<file path="src/rtl/aes_input_loader_pkg.sv">
// aes_input_loader_pkg
//   Constants shared by the AES byte loader, key expansion and cipher control:
//   block type codes, block size in bytes, and the loader's FSM states.
package aes_input_loader_pkg;

  localparam logic [1:0] TYPE_KEY    = 2'b10;
  localparam logic [1:0] TYPE_DATA   = 2'b01;
  localparam int         BLOCK_BYTES = 16;

  typedef enum logic {
    ST_COLLECT = 1'b0,
    ST_EMIT    = 1'b1
  } state_e;

  // 2'b00 and 2'b11 carry no meaning; bytes tagged with them are dropped.
  function automatic logic is_reserved(input logic [1:0] t);
    return (t != TYPE_KEY) && (t != TYPE_DATA);
  endfunction

endpackage

</file>
<file path="src/rtl/aes_input_loader.sv">
// aes_input_loader
//   Byte-serial front end of the AES core. Collects 16 typed bytes into a
//   128-bit block (first byte in [7:0]) and presents it with its type as a
//   single-cycle out_valid pulse, stalled by out_hold.
// Ports:
//   clk, rst       clock, asynchronous active-low reset
//   in_valid/in_ready/in_data/in_type   byte input handshake
//   out_hold       downstream backpressure (only meaningful while emitting)
//   out_valid/out_type/out_data         assembled block
//   err            one-cycle pulse after a type mismatch or reserved type
import aes_input_loader_pkg::*;

module aes_input_loader (
  input  logic         clk,
  input  logic         rst,
  input  logic         in_valid,
  output logic         in_ready,
  input  logic [7:0]   in_data,
  input  logic [1:0]   in_type,
  input  logic         out_hold,
  output logic         out_valid,
  output logic [1:0]   out_type,
  output logic [127:0] out_data,
  output logic         err
);

  state_e       r_state, w_state_nxt;
  logic [3:0]   r_cnt;
  logic [127:0] r_buf;
  logic [1:0]   r_type;
  logic         r_err;

  logic w_accept, w_rsvd, w_mismatch, w_last;

  assign w_accept   = in_valid && (r_state == ST_COLLECT);
  assign w_rsvd     = is_reserved(in_type);
  // Reserved type outranks mismatch, so mismatch is only a legal-type event.
  assign w_mismatch = !w_rsvd && (r_cnt != 4'd0) && (in_type != r_type);
  assign w_last     = (r_cnt == 4'(BLOCK_BYTES - 1));

  always_ff @(posedge clk or negedge rst) begin
    if (!rst) r_state <= ST_COLLECT;
    else      r_state <= w_state_nxt;
  end

  always_comb begin
    w_state_nxt = r_state;
    in_ready    = 1'b0;
    out_valid   = 1'b0;
    case (r_state)
      ST_COLLECT: begin
        in_ready = 1'b1;
        if (w_accept && !w_rsvd && !w_mismatch && w_last) w_state_nxt = ST_EMIT;
      end
      ST_EMIT: begin
        out_valid = !out_hold;
        if (!out_hold) w_state_nxt = ST_COLLECT;
      end
      default: w_state_nxt = ST_COLLECT;
    endcase
  end

  // Datapath: byte-lane write decoder, type latch, count and error flag.
  always_ff @(posedge clk or negedge rst) begin
    if (!rst) begin
      r_cnt  <= 4'd0;
      r_buf  <= '0;
      r_type <= 2'b00;
      r_err  <= 1'b0;
    end else begin
      r_err <= 1'b0;
      if (w_accept) begin
        if (w_rsvd) begin
          r_cnt <= 4'd0;
          r_err <= 1'b1;
        end else if (w_mismatch) begin
          // Offending byte restarts the block as its byte 0.
          r_buf[7:0] <= in_data;
          r_type     <= in_type;
          r_cnt      <= 4'd1;
          r_err      <= 1'b1;
        end else begin
          r_buf[{r_cnt, 3'b000} +: 8] <= in_data;
          if (r_cnt == 4'd0) r_type <= in_type;
          r_cnt <= r_cnt + 4'd1;  // wraps to 0 after byte 15
        end
      end
    end
  end

  assign out_type = r_type;
  assign out_data = r_buf;
  assign err      = r_err;

endmodule
</file>
<file path="config.mk">
export PLATFORM = sky130hd
export DESIGN_NAME = aes_input_loader
export DESIGN_NICKNAME = d
export VERILOG_FILES = /design/src/rtl/aes_input_loader_pkg.sv /design/src/rtl/aes_input_loader.sv
export SDC_FILE = /design/constraint.sdc
export NUM_CORES = 1
export LEC_CHECK = 0
export ABC_AREA = 1
export CAP_MARGIN = 5
export CORE_ASPECT_RATIO = 1.75
export CORE_MARGIN = 4
export CORE_UTILIZATION = 40
export CTS_CLUSTER_DIAMETER = 30
export DETAILED_ROUTE_END_ITERATION = 10
export PLACE_DENSITY = 0.74
export SLEW_MARGIN = 20
export SYNTH_ARGS = -nofsm -noshare
export SYNTH_HDL_FRONTEND = slang
export SYNTH_SLANG_ARGS = --single-unit
export TNS_END_PERCENT = 100
</file>
<file path="constraint.sdc">
create_clock -name clk -period 3.6 [get_ports clk]
set_input_delay 0.36 -clock clk [delete_from_list [all_inputs] [get_ports clk]]
set_output_delay 0.36 -clock clk [all_outputs]
set_load 0.05 [all_outputs]
</file>
==> summary.txt <==
Result of the run -> finished, violations left
Violated checks -> hold timing
Main synth FF type -> dfrtp_1
Synthesized area per cell -> 8.75 µm²
Reg2reg setup slack -> 0.65 ns
Most numerous cell on the critical path -> nand2_1
Final worst path period share -> 0.820
Antenna violations before repair -> 0
Residual overflow from global routing -> 0
Number of warning messages in the yosys log -> 0
Post-synthesis instance area -> 0.00615 mm²
Overall routing resource usage -> 0.209
Most common cell after layout, fill and taps aside -> nand2_1
Resized cells post-CTS -> 0
Post-synthesis cell type with the largest combined area -> dfrtp_1
Synth async-reset ratio -> 1.00
Layout cell share with drive strength beyond 1 -> 0.0850
Hold Vio Cnt, Final -> 4
Detailed placer's ending HPWL -> 12900 µm
Share of synthesized area occupied by flip-flops and latches -> 0.553
CTS Hold Bufs -> 0
Detailed-route wire length -> 17600 µm
FF-to-FF Start -> r_cnt[0]
Accumulated negative setup slack -> 0 ns
Post-synthesis sequential element count -> 136
Die Y-Extent -> 172 µm
Multiplexer fraction of the synthesized cell area -> 0
Largest cells by area after synthesis -> dfrtp_1 55%, nand2_1 17%, nand4_1 6.6%, nand3_1 4.8%, o21ai_0 2.9%
Clock power frac -> 0.295
Via count normalized by instance count -> 5.19
Simple-Gate Fraction of Synth Area -> 0.332
Library cell used as clock root buffer -> clkbuf_16
Cells on worst reg2reg path -> 9
Inserted Clock Buffers -> 17
Worst hold-check path type -> in2async
Relative max-transition margin -> 0.425
Int Pwr -> 0.00381 W
Crit-path cells -> buf_4, inv_1, ha_1, xnor2_4, inv_1, nor3_4, nand2_1, nand2_1, nand2_1
Area share of fa/ha/maj cells after synthesis -> 0.00814
# H-tree levels -> 4
Commonest non-fill, non-tap cells in the layout -> 271 x nand2_1, 145 x clkdlybuf4s50_1, 136 x dfrtp_1, 65 x nand4_1, 59 x nand3_1
Worst clock skew -> 0.00665 ns
Max-slew violation count -> 0
Pin count of the biggest net entering global routing -> 93
Layout Nets -> 864
Clock slew at the register clock pins of the worst setup and hold paths -> 0.06 ns
Final Instance Count excl. Fillers -> 1042
Crit path max-delay family -> simple AND/OR/NAND/NOR gates
Worst ir drop on vdd -> 0.700 mV
Horizontal die dimension -> 102 µm
Site Rows -> 59
Placeable core area -> 0.0150 mm²
Power density of the placed cells -> 785 mW/mm²
Highest cell delay on the worst timing path -> 0.60 ns
Setup violations, final -> 0
CP startpoint kind -> flip-flop
Effective utilization at floorplan -> 0.410
Latest clock arrival within the worst-skew pair -> 0.43 ns
Wirelength per Cell -> 16.9 µm
Classification of the worst setup path -> reg2reg
Final Hold Slack -> -0.0124 ns
First-pass iteration count of the detailed router -> 5
Tightest Pin Transition -> 0.863 ns
Peak clock frequency supported by timing -> 0.339 GHz
Levels on crit path -> 9
Terminus of the critical flop-to-flop path -> out_data[18]
Syn nets -> 721
Complex-gate fraction of the synthesized area -> 0.0376
Top cell type's share of synthesized area -> 0.553
Biggest fanout along the worst timing path -> 25
Synthesized-area fraction occupied by xor and xnor cells -> 0.00732
Worst Setup End Kind -> flip-flop
Number of DRC markers after the initial detailed-route iteration -> 318
Sequential share of power -> 0.308
Final Critical Period -> 2.95 ns
Last weighted congestion value of the routability-driven placer -> 0.829
Syn Inst Count -> 703
Area growth syn-to-layout -> 36.3%
Number of design rule violations left after detail routing -> 0
Number of buffer and inverter instances along the worst setup path -> 3
I/O pin count -> 147
Static Leakage -> 4.10 nW
Count of nets left with antenna violations after detail routing -> 0
Vias in the first global route -> 5431
Diode insertion count for antenna repair -> 0
Die area -> 0.0175 mm²
Combinational family with the most area after synthesis -> simple AND/OR/NAND/NOR gates
Wire length of the first global-routing pass -> 28000 µm
Worst Path Arrival -> 3.27 ns
Required time worst endpoint -> 3.91 ns
Combinational group share of total power -> 0.397
Switching share of power -> 0.420
CTS tree -> built
Reported net switching power -> 0.00276 W
Cell count after placement -> 1010
Routed via count -> 5406
RSZ-0062 raised after global routing -> no
Number of enable flip-flop cells after synthesis -> 0
Clock sink count -> 136
Cell type of the slowest stage on the worst timing path -> xnor2_4
Number of input and output port buffers inserted -> 146
Max-Cap Viols -> 0
Number of buffers inserted by post-CTS setup repair -> 0
Max clock buf depth -> 2
Count of distinct cell types in the synthesized netlist -> 27
## worst max path at each step
stage                         from            to
after floorplan           r_cnt[0]  out_data[64]
after global placement    r_cnt[0]  out_data[22]
after detailed placement  r_cnt[0]  out_data[18]
after CTS                 r_cnt[0]  out_data[18]
after global routing      r_cnt[0]  out_data[18]
final                     r_cnt[0]  out_data[18]
## flip-flops by register name, summed over array words and instances, names as in the netlist
register / cells
out_type: 2
r_cnt: 4
out_data: 128
err: 1
r_state: 1
## power by group through the flow
| stage | clock [W] | sequential (W) | combinational (W) |
|---|---|---|---|
| after CTS | 0.00196 | 0.00203 | 0.00262 |
| after global placement | 0 | 0.00205 | 0.00259 |
| after floorplan | 0 | 0.00302 | 0.000769 |
| final | 0.00194 | 0.00203 | 0.00261 |
| after detailed placement | 0 | 0.00204 | 0.00262 |
| after global routing | 0.00203 | 0.00206 | 0.00278 |
## per-layer routing
layer  global-route usage  up-vias  part of all wire
met3               0.0428       49             0.058
met2                0.355      210              0.53
li1                     -     2609                 -
met1                0.248     2538              0.38
met5                    0        -                 0
met4                0.110        0             0.037
## through the flow
stage          utilization  worst slack [ns]  instance area, µm²  total power, W
2_1_floorplan            -              1.05                6150         0.00379
3_3_place_gp         0.515             0.850                7720         0.00463
3_5_place_dp         0.515             0.705                7720         0.00466
4_1_cts              0.559             0.678                8380         0.00661
5_1_grt              0.559             0.395                8380         0.00688
6_report             0.559             0.648                8380         0.00658
## synth_stat cells (2+ instances only)
| cell | number |
|---|---|
| nand3_2 | 2 |
| buf_4 | 2 |
| a21oi_1 | 2 |
| inv_1 | 32 |
| inv_2 | 2 |
| nor2_2 | 9 |
| nand2_2 | 6 |
| nor3_1 | 8 |
| ha_1 | 4 |
| nand2_1 | 271 |
| o21ai_0 | 36 |
| nor2_1 | 22 |
| nand4_1 | 65 |
| nor2_8 | 3 |
| nand3_1 | 59 |
| dfrtp_1 | 136 |
| buf_2 | 8 |
| clkbuf_1 | 12 |
| buf_6 | 13 |
| o22ai_1 | 4 |
## logic make-up (layout without fill, tap and decap cells)
kind of cell | after synthesis | in the layout
flip-flops | 136 | 136
XOR/XNOR | 3 | 3
AND/OR/NAND/NOR | 447 | 447
adder cells (fa/ha/maj) | 4 | 4
buffers and inverters | 70 | 226
AO/OA/AOI/OAI | 43 | 43
## final cells by class
cell class                      count  area (µm²)
Timing Repair Buffer              160        1590
Sequential cell                   136        3400
Clock buffer                       18         439
Clock inverter                     14         220
Fill cell                        1359        6600
Inverter                           34         128
Multi-Input combinational cell    497        2370
Tap cell                          183         229
Note: power is estimated with default switching activity, not from simulation.
